## src/rtl/trig_pkg.sv

```systemverilog
// Shared types and defaults for the trigger/stop controller: FSM state
// encoding, trigger mode codes and parameter defaults.
package trig_pkg;

    localparam int N_CH_DEF          = 8;
    localparam int HOLDOFF_WIDTH_DEF = 16;
    localparam int COUNT_WIDTH_DEF   = 8;

    typedef enum logic [1:0] {
        ST_IDLE    = 2'd0,
        ST_ARMED   = 2'd1,
        ST_HOLDOFF = 2'd2,
        ST_STOPPED = 2'd3
    } trig_state_e;

    localparam logic [1:0] MODE_LEVEL      = 2'b00;
    localparam logic [1:0] MODE_MATCH_RISE = 2'b01;
    localparam logic [1:0] MODE_MATCH_FALL = 2'b10;
    localparam logic [1:0] MODE_ANY_CHANGE = 2'b11;

endpackage

```

## src/rtl/trigger_stop_ctrl_if.sv

```systemverilog
// Signal bundle between the capture front end (master) and the trigger/stop
// controller (slave).
interface trigger_stop_ctrl_if
    import trig_pkg::*;
#(
    parameter int N_CH          = N_CH_DEF,
    parameter int HOLDOFF_WIDTH = HOLDOFF_WIDTH_DEF,
    parameter int COUNT_WIDTH   = COUNT_WIDTH_DEF
);
    // No valid/ready pair: every input is level-sampled on each rising clk
    // edge, except i_rearm, a one-cycle pulse acted on at the edge it is seen.
    logic                     primed;
    logic [N_CH-1:0]          i_data;
    logic [N_CH-1:0]          i_mask;
    logic [N_CH-1:0]          i_value;
    logic [1:0]               i_mode;
    logic [COUNT_WIDTH-1:0]   i_count;
    logic [HOLDOFF_WIDTH-1:0] i_holdoff;
    logic                     i_rearm;
    logic [1:0]               o_state;
    logic                     triggered;
    logic                     stopped;
    logic [HOLDOFF_WIDTH-1:0] o_holdoff_cnt;

    modport master (
        output primed, i_data, i_mask, i_value, i_mode, i_count, i_holdoff, i_rearm,
        input  o_state, triggered, stopped, o_holdoff_cnt
    );

    modport slave (
        input  primed, i_data, i_mask, i_value, i_mode, i_count, i_holdoff, i_rearm,
        output o_state, triggered, stopped, o_holdoff_cnt
    );

endinterface

```

## src/rtl/trig_match.sv

```systemverilog
// Masked pattern compare plus one-cycle history, producing the per-cycle
// trigger event for the selected mode.
module trig_match
    import trig_pkg::*;
#(
    parameter int N_CH = N_CH_DEF
) (
    input  logic            clk,
    input  logic            reset,
    input  logic [N_CH-1:0] i_data,
    input  logic [N_CH-1:0] i_mask,
    input  logic [N_CH-1:0] i_value,
    input  logic [1:0]      i_mode,
    output logic            evt
);
    logic            match;
    logic            prev_match;
    logic [N_CH-1:0] prev_data;

    assign match = (((i_data ^ i_value) & i_mask) == '0);

    // History runs in every state so edge modes see a valid previous cycle on arming.
    always_ff @(posedge clk or negedge reset) begin
        if (!reset) begin
            prev_match <= 1'b0;
            prev_data  <= '0;
        end else begin
            prev_match <= match;
            prev_data  <= i_data;
        end
    end

    always_comb begin
        evt = 1'b0;
        case (i_mode)
            MODE_LEVEL:      evt = match;
            MODE_MATCH_RISE: evt = match & ~prev_match;
            MODE_MATCH_FALL: evt = ~match & prev_match;
            MODE_ANY_CHANGE: evt = |((i_data ^ prev_data) & i_mask);
            default:         evt = 1'b0;
        endcase
    end

endmodule

```

## src/rtl/trigger_stop_ctrl.sv

```systemverilog
// Logic-analyzer trigger/stop sequencer: counts trigger events while armed,
// then runs a post-trigger holdoff before telling capture to stop.
module trigger_stop_ctrl
    import trig_pkg::*;
#(
    parameter int N_CH          = N_CH_DEF,
    parameter int HOLDOFF_WIDTH = HOLDOFF_WIDTH_DEF,
    parameter int COUNT_WIDTH   = COUNT_WIDTH_DEF
) (
    input logic                clk,
    input logic                reset,
    trigger_stop_ctrl_if.slave bus
);
    trig_state_e              state_q, state_d;
    logic [COUNT_WIDTH-1:0]   occ_q, occ_d;
    logic [HOLDOFF_WIDTH-1:0] hcnt_q, hcnt_d;
    logic                     evt;
    logic [COUNT_WIDTH-1:0]   need;
    logic [COUNT_WIDTH:0]     occ_inc;
    logic                     hit;

    trig_match #(.N_CH(N_CH)) u_match (
        .clk     (clk),
        .reset   (reset),
        .i_data  (bus.i_data),
        .i_mask  (bus.i_mask),
        .i_value (bus.i_value),
        .i_mode  (bus.i_mode),
        .evt     (evt)
    );

    // One bit wider so the compare still works once occ is saturated.
    assign need    = (bus.i_count == '0) ? COUNT_WIDTH'(1) : bus.i_count;
    assign occ_inc = {1'b0, occ_q} + (COUNT_WIDTH + 1)'(1);
    assign hit     = (occ_inc >= {1'b0, need});

    always_ff @(posedge clk or negedge reset) begin
        if (!reset) begin
            state_q <= ST_IDLE;
            occ_q   <= '0;
            hcnt_q  <= '0;
        end else begin
            state_q <= state_d;
            occ_q   <= occ_d;
            hcnt_q  <= hcnt_d;
        end
    end

    always_comb begin
        state_d = state_q;
        occ_d   = occ_q;
        hcnt_d  = hcnt_q;
        if (bus.i_rearm) begin
            state_d = ST_IDLE;
            occ_d   = '0;
            hcnt_d  = '0;
        end else begin
            case (state_q)
                ST_IDLE: begin
                    occ_d  = '0;
                    hcnt_d = '0;
                    if (bus.primed) state_d = ST_ARMED;
                end
                ST_ARMED: begin
                    if (!bus.primed) begin
                        state_d = ST_IDLE;
                        occ_d   = '0;
                    end else if (evt) begin
                        if (occ_q != '1) occ_d = occ_q + COUNT_WIDTH'(1);
                        if (hit) begin
                            state_d = ST_HOLDOFF;
                            hcnt_d  = '0;
                        end
                    end
                end
                // >= rather than == so a holdoff lowered below hcnt still stops.
                ST_HOLDOFF: begin
                    if (hcnt_q >= bus.i_holdoff) state_d = ST_STOPPED;
                    else                         hcnt_d  = hcnt_q + HOLDOFF_WIDTH'(1);
                end
                ST_STOPPED: state_d = ST_STOPPED;
                default:    state_d = ST_IDLE;
            endcase
        end
    end

    always_comb begin
        bus.o_state       = state_q;
        bus.triggered     = (state_q == ST_HOLDOFF) || (state_q == ST_STOPPED);
        bus.stopped       = (state_q == ST_STOPPED);
        bus.o_holdoff_cnt = hcnt_q;
    end

endmodule
```

## src/flat_wrapper.sv

```systemverilog
// flat-port wrapper written by rule: the top's interface ports become plain ports
module trigger_stop_ctrl_flat import trig_pkg::*;
#(
    parameter int N_CH          = N_CH_DEF,
    parameter int HOLDOFF_WIDTH = HOLDOFF_WIDTH_DEF,
    parameter int COUNT_WIDTH   = COUNT_WIDTH_DEF
)
  (clk, reset, bus_primed, bus_i_data, bus_i_mask, bus_i_value, bus_i_mode, bus_i_count, bus_i_holdoff, bus_i_rearm, bus_o_state, bus_triggered, bus_stopped, bus_o_holdoff_cnt);
  trigger_stop_ctrl_if #(.N_CH(N_CH), .HOLDOFF_WIDTH(HOLDOFF_WIDTH), .COUNT_WIDTH(COUNT_WIDTH)) bus_i ();
  input logic clk;
  input logic reset;
  input wire logic [$bits(bus_i.primed)-1:0] bus_primed;
  input wire logic [$bits(bus_i.i_data)-1:0] bus_i_data;
  input wire logic [$bits(bus_i.i_mask)-1:0] bus_i_mask;
  input wire logic [$bits(bus_i.i_value)-1:0] bus_i_value;
  input wire logic [$bits(bus_i.i_mode)-1:0] bus_i_mode;
  input wire logic [$bits(bus_i.i_count)-1:0] bus_i_count;
  input wire logic [$bits(bus_i.i_holdoff)-1:0] bus_i_holdoff;
  input wire logic [$bits(bus_i.i_rearm)-1:0] bus_i_rearm;
  output wire logic [$bits(bus_i.o_state)-1:0] bus_o_state;
  output wire logic [$bits(bus_i.triggered)-1:0] bus_triggered;
  output wire logic [$bits(bus_i.stopped)-1:0] bus_stopped;
  output wire logic [$bits(bus_i.o_holdoff_cnt)-1:0] bus_o_holdoff_cnt;
  assign bus_i.primed = bus_primed;
  assign bus_i.i_data = bus_i_data;
  assign bus_i.i_mask = bus_i_mask;
  assign bus_i.i_value = bus_i_value;
  assign bus_i.i_mode = bus_i_mode;
  assign bus_i.i_count = bus_i_count;
  assign bus_i.i_holdoff = bus_i_holdoff;
  assign bus_i.i_rearm = bus_i_rearm;
  assign bus_o_state = bus_i.o_state;
  assign bus_triggered = bus_i.triggered;
  assign bus_stopped = bus_i.stopped;
  assign bus_o_holdoff_cnt = bus_i.o_holdoff_cnt;
  trigger_stop_ctrl #(.N_CH(N_CH), .HOLDOFF_WIDTH(HOLDOFF_WIDTH), .COUNT_WIDTH(COUNT_WIDTH)) u_core (.clk(clk), .reset(reset), .bus(bus_i));
endmodule
```

## config.mk

```make
export PLATFORM = sky130hd
export DESIGN_NAME = trigger_stop_ctrl_flat
export DESIGN_NICKNAME = d
export VERILOG_FILES = /design/src/rtl/trig_pkg.sv /design/src/rtl/trigger_stop_ctrl_if.sv /design/src/rtl/trig_match.sv /design/src/rtl/trigger_stop_ctrl.sv /design/src/flat_wrapper.sv
export SDC_FILE = /design/constraint.sdc
export NUM_CORES = 1
export LEC_CHECK = 0
export BUFFER_PORTS_ARGS = -buffer_cell sky130_fd_sc_hd__buf_4
export CELL_PAD_IN_SITES_DETAIL_PLACEMENT = 1
export CELL_PAD_IN_SITES_GLOBAL_PLACEMENT = 2
export CORE_MARGIN = 5
export CORE_UTILIZATION = 28
export DETAILED_ROUTE_END_ITERATION = 10
export PLACE_DENSITY = 0.77
export SYNTH_ARGS = -nofsm -noshare
export SYNTH_HDL_FRONTEND = slang
export SYNTH_SLANG_ARGS = --single-unit
```

## constraint.sdc

```tcl
create_clock -name clk -period 2.75 [get_ports clk]
set_clock_uncertainty 0.1 [all_clocks]
set_input_delay 0 -clock clk [delete_from_list [all_inputs] [get_ports clk]]
set_output_delay 0 -clock clk [all_outputs]
set_load 0.05 [all_outputs]
```

==> impl_metrics.csv <==
group,metric,value,unit
power_and_ir_drop,power_density,293.8,nW/um2
cts,cts_max_path_buffers,2,
power_and_ir_drop,finalPower,1.191,mW
final_layout,drive_gt1_share,33.11,%
floorplanning,io-pin-count,74,
global_route,grt_pass1_vias,3114,
hold_path,hold_class,"in -> async",
final_layout,area.growth.synth_to_final,49.29,%
place,port_buffers,73,
synthesis,yosysWarnings,0,
global_route,grt_overflow_total,0,
routing,first_iter_violations,60,
power_and_ir_drop,pwr-share-comb,23.4,%
synthesis,ys_types,52,
timing,worst_pin_slew,0.6475,ns
final_layout,final_cell_mix,"buf_4 (112), inv_1 (47), dfrtp_1 (35), ha_1 (23), nand2_1 (18)",
final_layout,nets,517,
routing,dr.pass1.iters,4,
cts,cts.sinks,35,
floorplanning,rows,36,
timing,fin_ws,0.08513,ns
synthesis,synth_top_cell_area_share,32.24,%
timing,finalCritPeriodShare,96.90,%
place,dp_slack,0.05444,ns
global_route,grt_use_total,15.83,%
cts,cts_made_buffers,5,
worst_setup_path,critPathMaxFanout,7,
worst_setup_path,cp-end-kind,"flip-flop",
power_and_ir_drop,netSwitchingPower,0.3459,mW
floorplanning,dieArea,11770,um2
timing,fmax,375.3,MHz
timing,relSlewSlack,56.58,%
global_route,grt_pass1_wl,14810,um
synthesis,netlist_instances,310,
synthesis,async_flop_share,100.0,%
worst_setup_path,cp_data_required_time,2.82,ns
power_and_ir_drop,p_leak,1.982,nW
floorplanning,start_util,28.31,%
timing,rsz0062_at_grt,"true",
place,gp_congestion,0.7951,
routing,drc,0,
cts,htreeDepth,2,
routing,drt-total-wl,9166,um
final_layout,post-route-util,42.27,%
worst_setup_path,worstPathArrival,2.74,ns
worst_setup_path,crit_type,"reg -> reg",
synthesis,synth_top_area_cell,"dfrtp_1",
timing,finalMaxSlewViolations,0,
floorplanning,die_w,108.5,um
synthesis,syn-mean-instance-area,8.762,um2
synthesis,seq_area_frac_synth,32.24,%
cts,clock_latency,0.29,ns
final_layout,antenna_cells,0,
routing,drt-wirelength-per-cell,16.05,um
cts,clockRootBuffer,"clkbuf_8",
timing,final.min_clock_period,2.665,ns
synthesis,synth_area_leaders,"dfrtp_1 (32%), ha_1 (12%), inv_1 (6.5%)",
global_route,antenna_found_initial,0,
status,status,"completed",
place,dp_hpwl,7043,um
power_and_ir_drop,seqPwrFrac,44.6,%
synthesis,ys.flop_type,"dfrtp_1",
synthesis,syn_area,2716,um2
final_layout,layout.cells.most_common,"buf_4",
power_and_ir_drop,swShare,29.03,%
routing,antenna_left,0,
power_and_ir_drop,clkPwrFrac,32.0,%
run,drv_cap,0,
timing,finalHoldViolCount,0,
cts,cts_tree,"yes",
power_and_ir_drop,p_int,0.8456,mW
cts,clk_pin_slew,0.07,ns
floorplanning,die-height,108.5,um
worst_setup_path,start_kind,"flip-flop",
synthesis,synth_edf_count,0,
floorplanning,core_area,9594,um2
timing,setup_viol,0,
routing,num_vias,2845,
routing,vias_per_cell,4.982,
synthesis,synth_fp_nets,390,
power_and_ir_drop,ir_worst_vdd,0.1621,mV
global_route,grt_max_degree,36,
synthesis,ys_ff_latch,35,
==> worst paths after layout <==
check / from / endpoint / slack [ns] / cells past startpoint
setup / recovery: u_core.occ_q[1]$_DFFE_PN0P_ / u_core.bus.o_holdoff_cnt[5]$_DFFE_PN0P_ / 0.09 / 11
hold / removal: reset / u_core.u_match.prev_data[5]$_DFF_PN0_ / 0.12 / 2
setup reg to reg: u_core.occ_q[1]$_DFFE_PN0P_ / u_core.bus.o_holdoff_cnt[5]$_DFFE_PN0P_ / 0.09 / 11
hold reg to reg: u_core.occ_q[7]$_DFFE_PN0P_ / u_core.occ_q[7]$_DFFE_PN0P_ / 0.48 / 2
max in group asynchronous: reset / u_core.bus.o_holdoff_cnt[5]$_DFFE_PN0P_ / 2.09 / 2
min in group clk: bus_i_mode[0] / u_core.bus.o_state[1]$_DFFE_PN0P_ / 0.19 / 4
==> Yosys cell counts (3+ instances only) <==
master     n
buf_6      3
and3_1     9
dfrtp_1   35
or2_2      3
nor2_1    10
o211ai_1  13
or3_1      7
a21oi_1   12
ha_1      26
o21ai_1    6
nor2b_1    3
nand2_1   18
xnor2_1    3
a22oi_1    9
o21a_1     4
clkbuf_1   3
a21o_1     3
inv_1     47
a31oi_1    6
and2_1     3
nand4_1    7
nor3_1     5
o21ai_0   11
nand3_1   14
o221ai_1   3
xor2_1    16
==> kinds of logic after synthesis <==
family                     Yosys count  synth area share, %
buffers and inverters               54                8.429
AOI/OAI and AO/OA                   86                22.48
xor gates and xnor gates            19                6.126
DFF                                 35                32.24
and+or+nand+nor                     89                18.38
adders and majority gates           26                11.98
muxes                                1               0.3685
==> stage by stage <==
stage / TNS, ns / instances / area [um2] / hold WS, ns
after floorplan: 0 / 310 / 2716 / -0.3956
after global placement: 0 / 540 / 3623 / -0.09920
after detailed placement: 0 / 540 / 3623 / -0.09925
after CTS: 0 / 561 / 3835 / 0.1337
after global routing: -0.03161 / 571 / 4055 / 0.1651
final: 0 / 571 / 4055 / 0.1208
==> area by class of cell <==
class	instances	area [um2]
Timing Repair Buffer	127	1016
Clock inverter	1	5.005
Sequential cell	35	875.8
Tap cell	133	166.4
Clock buffer	7	76.32
Fill cell	1145	5539
Multi-Input combinational cell	221	1739
Inverter	47	176.4
==> metal layers <==
metal | track usage, % | vias to the layer above | routed length (um)
li1 | - | 1381 | -
met3 | 3.881 | 11 | 474
met1 | 20.23 | 1383 | 4135
met2 | 26.74 | 70 | 4430
met4 | 3.968 | 0 | 125
met5 | 0 | - | 0
==> critical path: stages (launching register included) <==
cell       delay, ns
dfrtp_1         0.40
ha_4            0.17
buf_4           0.12
a31oi_1         0.11
or2_4           0.28
ha_1            0.29
and3_1          0.14
nand4_1         0.14
a32oi_2         0.25
o211a_1         0.28
clkbuf_16       0.19
o211ai_1        0.08
==> state kept, by name, indices dropped and copies added, names as in the netlist <==
signal and flops:
u_core.u_match.prev_match 1, u_core.u_match.prev_data 8, u_core.bus.o_state 2, u_core.bus.o_holdoff_cnt 16
u_core.occ_q 8
==> power groups by stage <==
stage               clock network (mW)  logic [mW]  registers [mW]
floorplan                            0       0.108           0.551
global placement                     0       0.242           0.541
detailed placement                   0       0.246           0.541
CTS                              0.392       0.264           0.531
global route                     0.415       0.308           0.533
finish                           0.381       0.279           0.531
==> repair_timing <==
action                                 CTS  global route
setup endpoints to repair                0            16
endpoints found under the hold margin   46             0
setup buffers                            0             9
hold buffers                            13             0
gates resized for setup                  0            22
No activity file was read; power rests on OpenSTA's default activity.
